$ cat config.mk
export PLATFORM = sky130hd
export DESIGN_NAME = dsp_fetch
export DESIGN_NICKNAME = d
export VERILOG_FILES = /design/src/rtl/dsp_fetch.sv
export SDC_FILE = /design/constraint.sdc
export NUM_CORES = 1
export LEC_CHECK = 0
export ABC_AREA = 1
export ABC_CLOCK_PERIOD_IN_PS = 3100
export CAP_MARGIN = 15
export CORE_ASPECT_RATIO = 1.75
export CORE_MARGIN = 5
export CORE_UTILIZATION = 57
export DETAILED_ROUTE_END_ITERATION = 6
export PLACE_DENSITY = 0.78
export SYNTH_ARGS = -nofsm -noshare
export SYNTH_HDL_FRONTEND = slang
export SYNTH_SLANG_ARGS = --single-unit
$ cat constraint.sdc
create_clock -name clk -period 3.1 [get_ports clk]
set_input_delay 0.31 -clock clk [delete_from_list [all_inputs] [get_ports clk]]
set_output_delay 0.31 -clock clk [all_outputs]
set_load 0.05 [all_outputs]
$ cat src/rtl/dsp_fetch.sv
// Instruction fetch stage: owns the PC, issues pipelined imem reads, buffers words with their PC.
// Latency: response to decode 1 cycle; steady state one instruction per cycle.
// Backpressure: reads are issued only while FIFO plus in-flight reads leave room; jumps flush and drop in-flight words.

// Small prefetch FIFO with synchronous flush; storage is reset so the head reads 0 out of reset.
// Latency: a push is visible at the head the next cycle.
// Backpressure: none internally; the producer reserves space, so a push while full is an error.
module dsp_fetch_fifo #(
  parameter int W     = 32,
  parameter int DEPTH = 4
) (
  input  logic                         clk,
  input  logic                         rst_n,
  input  logic                         flush,
  input  logic                         push_vld,
  input  logic [W-1:0]                 push_dat,
  input  logic                         pop,
  output logic [W-1:0]                 head_dat,
  output logic [$clog2(DEPTH+1)-1:0]   count
);
  localparam int AW = $clog2(DEPTH);
  localparam int CW = $clog2(DEPTH+1);

  logic [W-1:0]  mem [DEPTH];
  logic [AW-1:0] wr_ptr;
  logic [AW-1:0] rd_ptr;

  assign head_dat = mem[rd_ptr];

  // Pointer and occupancy tracking; a flush empties the queue without touching storage.
  always_ff @(posedge clk or negedge rst_n) begin
    if (!rst_n) begin
      wr_ptr <= '0;
      rd_ptr <= '0;
      count  <= '0;
    end else if (flush) begin
      wr_ptr <= '0;
      rd_ptr <= '0;
      count  <= '0;
    end else begin
      if (push_vld) wr_ptr <= wr_ptr + AW'(1);
      if (pop)      rd_ptr <= rd_ptr + AW'(1);
      count <= count + CW'(push_vld) - CW'(pop);
    end
  end

  // Entry storage, cleared on reset so the presented word and PC read as zero.
  always_ff @(posedge clk or negedge rst_n) begin
    if (!rst_n) begin
      for (int i = 0; i < DEPTH; i++) mem[i] <= '0;
    end else if (push_vld && !flush) begin
      mem[wr_ptr] <= push_dat;
    end
  end

  // A push into a full FIFO means the upstream space reservation is broken.
  always_ff @(posedge clk) begin
    if (rst_n) assert (!(push_vld && !pop && !flush && count == CW'(DEPTH)));
  end
endmodule

module dsp_fetch #(
  parameter int                ADDR_W     = 16,
  parameter int                INSTR_W    = 16,
  parameter int                DEPTH      = 4,
  parameter int                MAX_OUT    = 2,
  parameter logic [ADDR_W-1:0] RESET_ADDR = '0
) (
  input  logic               clk,
  input  logic               rst_n,
  input  logic               jump_flag,
  input  logic [ADDR_W-1:0]  jump_addr,
  output logic               imem_req,
  output logic [ADDR_W-1:0]  imem_addr,
  input  logic               imem_gnt,
  input  logic               imem_rvalid,
  input  logic [INSTR_W-1:0] imem_rdata,
  output logic               instr_valid,
  input  logic               instr_ready,
  output logic [INSTR_W-1:0] instr,
  output logic [ADDR_W-1:0]  instr_pc
);
  localparam int CW = $clog2(DEPTH+1);

  logic [ADDR_W-1:0]         pc;
  logic [ADDR_W-1:0]         resp_pc;
  logic [CW-1:0]             outstanding;
  logic [CW-1:0]             drop_cnt;
  logic [CW-1:0]             fifo_count;
  logic                      grant;
  logic                      push;
  logic                      pop;
  logic [INSTR_W+ADDR_W-1:0] head;

  // Issue only when both the read limit and the FIFO reservation allow it; silent in reset and on a jump.
  assign imem_req  = rst_n & ~jump_flag
                   & (outstanding < CW'(MAX_OUT))
                   & ((fifo_count + outstanding) < CW'(DEPTH));
  assign imem_addr = pc;
  assign grant     = imem_req & imem_gnt;

  // A response is kept only when it is not owed to an earlier redirect and no redirect is happening now.
  assign push = imem_rvalid & (drop_cnt == '0) & ~jump_flag;

  assign instr_valid       = (fifo_count != '0) & ~jump_flag;
  assign pop               = instr_valid & instr_ready;
  assign {instr, instr_pc} = head;

  dsp_fetch_fifo #(
    .W     (INSTR_W + ADDR_W),
    .DEPTH (DEPTH)
  ) u_fifo (
    .clk      (clk),
    .rst_n    (rst_n),
    .flush    (jump_flag),
    .push_vld (push),
    .push_dat ({imem_rdata, resp_pc}),
    .pop      (pop),
    .head_dat (head),
    .count    (fifo_count)
  );

  // PC, response PC, in-flight count and wrong-path drop count; a jump redirects both PCs and
  // marks every read still in flight (minus the one landing now, dropped anyway) for discard.
  always_ff @(posedge clk or negedge rst_n) begin
    if (!rst_n) begin
      pc          <= RESET_ADDR;
      resp_pc     <= RESET_ADDR;
      outstanding <= '0;
      drop_cnt    <= '0;
    end else begin
      outstanding <= outstanding + CW'(grant) - CW'(imem_rvalid);
      if (jump_flag) begin
        pc       <= jump_addr;
        resp_pc  <= jump_addr;
        drop_cnt <= outstanding - CW'(imem_rvalid);
      end else begin
        if (grant) pc <= pc + ADDR_W'(1);
        if (push) begin
          resp_pc <= resp_pc + ADDR_W'(1);
        end else if (imem_rvalid && drop_cnt != '0) begin
          drop_cnt <= drop_cnt - CW'(1);
        end
      end
    end
  end
endmodule

* Yosys cells after proc, flatten, opt, wreduce, memory -nomap -nowiden
Cells that the tools add are included.
** Cells by class
- Muxes and demuxes :: 18
- Add/subtract/negate cells :: 11
- Multipliers :: 0
- Div/mod/pow operators :: 0
- Order comparisons :: 5
- Reduce and logical (&&, ||, !) cells :: 12
- Shifts and indexed selects :: 0
- Eq/ne operators :: 1
- Bitwise operators :: 11
** Operators with widths (number)
- bitwise mux 128 bit :: 1
- 2-to-1 mux 32 bit :: 3
- binary-select mux 32 bit (select 2 bit) :: 1
- demux 32 bit (select 2 bit) :: 1
- 2-to-1 mux 16 bit :: 4
- adder 16 x 1 -> 16 bit (second input constant) :: 2
- 2-to-1 mux 3 bit :: 4
- subtractor 3 x 1 -> 3 bit :: 3
- AND 1 bit :: 8
- 2-to-1 mux 2 bit :: 4
- nonzero test 2 bit :: 4
- adder 3 x 1 -> 3 bit :: 2
- >= comparator 3 bit (second input constant) :: 2
- inverter 2 -> 3 bit :: 2
- nonzero test 3 bit :: 2
- adder 2 x 1 -> 2 bit (second input constant) :: 2
- adder 3 bit :: 1
- logical AND 1 bit :: 3
- zero test 3 bit :: 1
- < comparator 3 x 1 -> 1 bit (second input constant) :: 1
- < comparator 3 x 2 -> 1 bit (second input constant) :: 1
- < comparator 3 bit (second input constant) :: 1
- subtractor 3 x 1 -> 3 bit (second input constant) :: 1
- inequality test 2 bit (second input constant) :: 1
- 3 further kinds :: 3
** Storage, ports and cells
- Bits in registers :: 173
- RAM bits :: 0
- Memories :: 0
- Word-level logic and storage cells :: 69
- Bits in latches :: 0
- Output and inout bits :: 50
- Memory bits (read-only) :: 0

* Logic depth before layout (Yosys ltp)
- Word-level depth :: 7
- Depth in mapped cells :: 12
- Mapped depth without buffers :: 12

* Cells and area by module
Synthesis repeated with hierarchy kept, for this count alone.
** Second synthesis, totals
- Cells, all modules :: 1121
- Area total of the unflattened synthesis :: 9095.0 sq um
** Modules (own cells, without submodules)
- dsp_fetch_fifo :: cells each 735, area an instance 6447.4 sq um, instances 1
- dsp_fetch :: cells each 386, area an instance 2647.5 sq um, instances 1

* Worst setup path before layout
No wires, ideal clock.
- Path kind :: reg2reg
- Start :: reg u_fifo.count[1]
- End :: reg u_fifo.count[2]
- Setup slack :: 0.402 ns
- Setup time :: 0.124 ns
- Path buffers :: 0
- Data required time :: 2.976 ns
- Stages on the path, launching flop included :: 12
- Arrival :: 2.574 ns
- Period minus slack after synthesis :: 2.698 ns
- Path through :: dfrtp_1 > nor2_1 > a21oi_1 > nand2_1 > inv_1 > ha_1 > inv_1 > ha_1 > inv_1 > fa_1 > o21ai_0 > a21oi_1
** Between the ends
- Word-level cells in the longest chain between the ends :: 5
- Elaborated cells on any way between the ends :: 6
- Classes of those cells :: add/sub (2); mux (1); bitwise (2); reduce/logical (1)
** Ends and longest elaborated chain
- start, declared :: RTL line 19 : output logic [$clog2(DEPTH+1)-1:0] count
- start signal, assigned :: RTL line 43 : count <= count + CW'(push_vld) - CW'(pop);
- nonzero test 3 bit :: RTL line 105 : assign instr_valid = (fifo_count != '0) & ~jump_flag;
- AND 1 bit :: RTL line 105
- named net instr_valid :: RTL line 78 : output logic instr_valid,
- AND 1 bit :: RTL line 106 : assign pop = instr_valid & instr_ready;
- subtractor 3 x 1 -> 3 bit :: RTL line 43
- 2-to-1 mux 3 bit :: RTL line 36 : end else if (flush) begin
The timed path passes the listed nets, and every way through them passes these cells.
A chain may end at the register's enable or synchronous reset.

* Worst setup path after layout
- Start :: reg u_fifo.rd_ptr[1]
- End :: out instr[10]
** Between the ends
- Word-level cells in the longest chain between the ends :: 4
** Ends and longest elaborated chain
- start, declared :: RTL line 26 : logic [AW-1:0] rd_ptr;
- start signal, assigned :: RTL line 42 : if (pop) rd_ptr <= rd_ptr + AW'(1);
- inverter 2 -> 3 bit (implied by the code) :: RTL line 28 : assign head_dat = mem[rd_ptr];
- binary-select mux 32 bit (select 2 bit) :: RTL line 28
- 2-to-1 mux 32 bit (implied by the code) (2 in series) :: RTL line 28
- end, declared :: RTL line 80 : output logic [INSTR_W-1:0] instr,
No other way between the ends. The select of a mux whose other input is x is not followed.

==> out/results.tsv <==
stage	metric	value	unit
status	status	finished clean	
logic_synthesis	synth_seq_cells	173	
detailed_routing	via_per_inst	5.69	
hold_path	min_path_type	primary input to async pin	
cts	cts_num_sinks	173	
final_layout	stdcell_count	1292	
worst_setup_path	timing.critical_path.buf_inv	3	
worst_setup_path	cp_top_family	buffers and inverters	
logic_synthesis	synth_most_common_cell	nand2_1	
cts	clk_pin_slew	70	ps
sta	fmax	0.383	GHz
sta	finalSetupViolCount	0	
place	hpwl	13.3	mm
cts	cts-root-buf	clkbuf_16	
logic_synthesis	ys.flop_type	dfrtp_1	
die	die_y	172	microns
detailed_routing	vias	7352	
final_layout	synthToLayoutAreaGrowth	19.9	%
worst_setup_path	crit_path_end_kind	output pin	
final_layout	diodes	0	
sta	hold_viol_final	0	
logic_synthesis	syn-instance-count	1033	
final_layout	fin_area	10200	sq um
global_route	grt.total_usage	24.6	%
worst_setup_path	required	2790	ps
worst_setup_path	rrSetupSlack	840	ps
sta	slew_headroom	41.6	%
sta	slew_violations	0	
flow_run	drv_cap	0	
die	core_area	14800	sq um
logic_synthesis	synthDominantCellAreaShare	50.9	%
place	placed_cells	1259	
place	dp_slack	625	ps
worst_setup_path	critical_path_class	register to output pin	
cts	clk_path_buf_depth	2	
worst_setup_path	rr_worst_depth	12	
detailed_routing	postRouteAntennaNets	0	
place	gp_congestion	0.906	
global_route	grt_max_degree	71	
logic_synthesis	ys_async_sr_fraction	100	%
detailed_routing	wl_per_cell	15.8	microns
power	leakagePower	0.00493	uW
detailed_routing	dr.pass1.iters	5	
logic_synthesis	seq_area_frac_synth	50.9	%
die	rows	59	
die	die_area	17600	sq um
cts	htree_levels	4	
global_route	grt-ovfl-total	0	
cts	cts_buffers	17	
sta	rsz0062_at_grt	false	
global_route	grt_pass1_vias	7201	
logic_synthesis	netlist_top_cells_area	dfrtp_1, nand2_1, o21ai_0, nor2_1, inv_1	
cts	cts_tree	built	
logic_synthesis	yosys-top-cells-count	nand2_1, o21ai_0, dfrtp_1	
worst_setup_path	timing.rr.start	u_fifo.count[1]$_DFF_PN0_	
cts	post_cts_resized	0	
logic_synthesis	yosysWarnings	0	
worst_setup_path	critPathSlowestCell	dfrtp_1	
power	p_per_area	988	nW/um^2
worst_setup_path	regToRegEndpoint	outstanding[2]$_DFF_PN0_	
detailed_routing	routed_wirelength	20.4	mm
final_layout	final_layout_size_suffix_gt1_share	8.03	%
detailed_routing	drc	0	
cts	clk_latency	430	ps
global_route	antenna_found_initial	0	
cts	cts_setup_buffers	0	
sta	finalSetupTns	0	ps
worst_setup_path	crit_chain	inv_1, buf_4, o21ai_0, o22ai_1, buf_12	
global_route	grt_pass1_wl	34.1	mm
die	start_util	57.6	%
worst_setup_path	cp-start-kind	register	
die	io_pins	88	
logic_synthesis	synth_fp_nets	1089	
detailed_routing	drt_iter0_drc	461	
worst_setup_path	max_stage_delay	600	ps
worst_setup_path	cp.arrival	2300	ps
final_layout	layout.nets	1152	
logic_synthesis	netlist_area	8510	sq um
sta	finalCritPeriodShare	84.2	%
logic_synthesis	yosysUniqueCellTypes	32	
logic_synthesis	synth_edf_count	0	
place	port_buffers	87	
sta	finalClockSkew	9.75	ps
logic_synthesis	syn_area_per_cell	8.24	sq um
place	dpl_cell_area	9600	sq um
worst_setup_path	critical_path.max_fanout	30	
power	peakVddDrop	560	uV
sta	tightest_slew	875	ps
sta	fin_ws	489	ps
logic_synthesis	yosys.area.top_type	dfrtp_1	
die	dieWidth	102	microns
sta	layout_min_cycle_time	2610	ps
[worst max-delay path by stage]
stage,start,endpoint,slack [ps],depth (start not counted)
2_1_floorplan,u_fifo.count[1]$_DFF_PN0_,u_fifo.count[2]$_DFF_PN0_,400,11
3_3_place_gp,jump_flag,outstanding[2]$_DFF_PN0_,690,10
3_5_place_dp,jump_flag,u_fifo.count[2]$_DFF_PN0_,630,11
4_1_cts,u_fifo.rd_ptr[1]$_DFFE_PN0P_,instr_pc[1],450,5
5_1_grt,u_fifo.rd_ptr[1]$_DFFE_PN0P_,instr_pc[1],350,5
6_report,u_fifo.rd_ptr[1]$_DFFE_PN0P_,instr[10],490,5
[worst register-to-register path: cells and delay by family, from the launching register on]
kind	cells	cell delay [ps]
buffers and inverters	3	130
flip-flops	1	440
AND/OR/NAND/NOR	4	350
XOR/XNOR	1	170
adder cells (fa/ha/maj)	4	1080
[report_power, final]
group / internal (uW) / total [uW] / switching (uW)
clock: 1220 / 2120 / 909
sequential: 2780 / 3180 / 393
combinational: 1920 / 4780 / 2850
[registers in the layout, indices dropped and copies added (netlist names)]
signal / cells
resp_pc: 16
u_fifo.count: 3
drop_cnt: 3
u_fifo.wr_ptr: 2
outstanding: 3
u_fifo.mem: 128
u_fifo.rd_ptr: 2
imem_addr: 16
[what timing repair did]
| action | 4_1_cts | 5_1_grt |
|---|---|---|
| hold endpoints to repair | 37 | 0 |
| hold buffers | 1 | 0 |
| setup endpoints to repair | 0 | 0 |
[per-stage QoR]
stage | hold WS (ps) | power (uW) | utilization [%]
after global routing | 396 | 10600 | 69.1
after detailed placement | 237 | 7990 | 65.0
final | 343 | 10100 | 69.1
after global placement | 237 | 7910 | 65.0
after floorplan | 14.4 | 5930 | -
after CTS | 357 | 10100 | 69.1
[metal layers]
layer / track usage (%) / part of all wire, % / wire [microns] / vias up
li1: - / - / - / 3526
met1: 28.8 / 39 / 8060 / 3557
met2: 43.8 / 53 / 10700 / 223
met3: 4.42 / 5.0 / 1020 / 46
met4: 10.2 / 3.0 / 609 / 0
met5: 0 / 0 / 0 / -
[final cells by class]
class	instances	area [sq um]
timing repair buffer	98	1230
fill	1200	4560
inverter	83	322
multi-input combinational	723	3500
clock inverter	12	140
tap	183	229
clock buffer	20	447
sequential	173	4330
[cells in the final DEF (no fill, tap or decap), types with 2 or more instances in the layout]
master,count
o211ai_1,3
nand3_1,41
nand4_4,2
inv_1,79
inv_2,2
o22ai_1,32
dfrtp_1,172
o21bai_1,3
fa_1,2
xor2_1,7
clkbuf_1,2
buf_12,29
nand2_2,2
a31oi_1,3
nand2_4,4
o21ai_1,41
nand2_1,268
clkbuf_16,17
clkinv_4,6
clkinvlp_4,3
nor3_1,7
xnor2_1,2
clkdlybuf4s50_1,52
nor2_1,91
ha_1,16
nand4_1,3
buf_4,15
o21ai_0,182
o221ai_1,3
bufinv_16,2
a21oi_1,8
inv_6,2
[cell families after synthesis]
family,after synthesis,synth area share (%)
AOI/OAI and AO/OA,276,17.1
xor gates and xnor gates,9,0.927
adders and majority gates,18,2.82
buffers and inverters,137,8.00
DFF,173,50.9
and+or+nand+nor,420,20.3
Power figures use the tool's default switching activity.
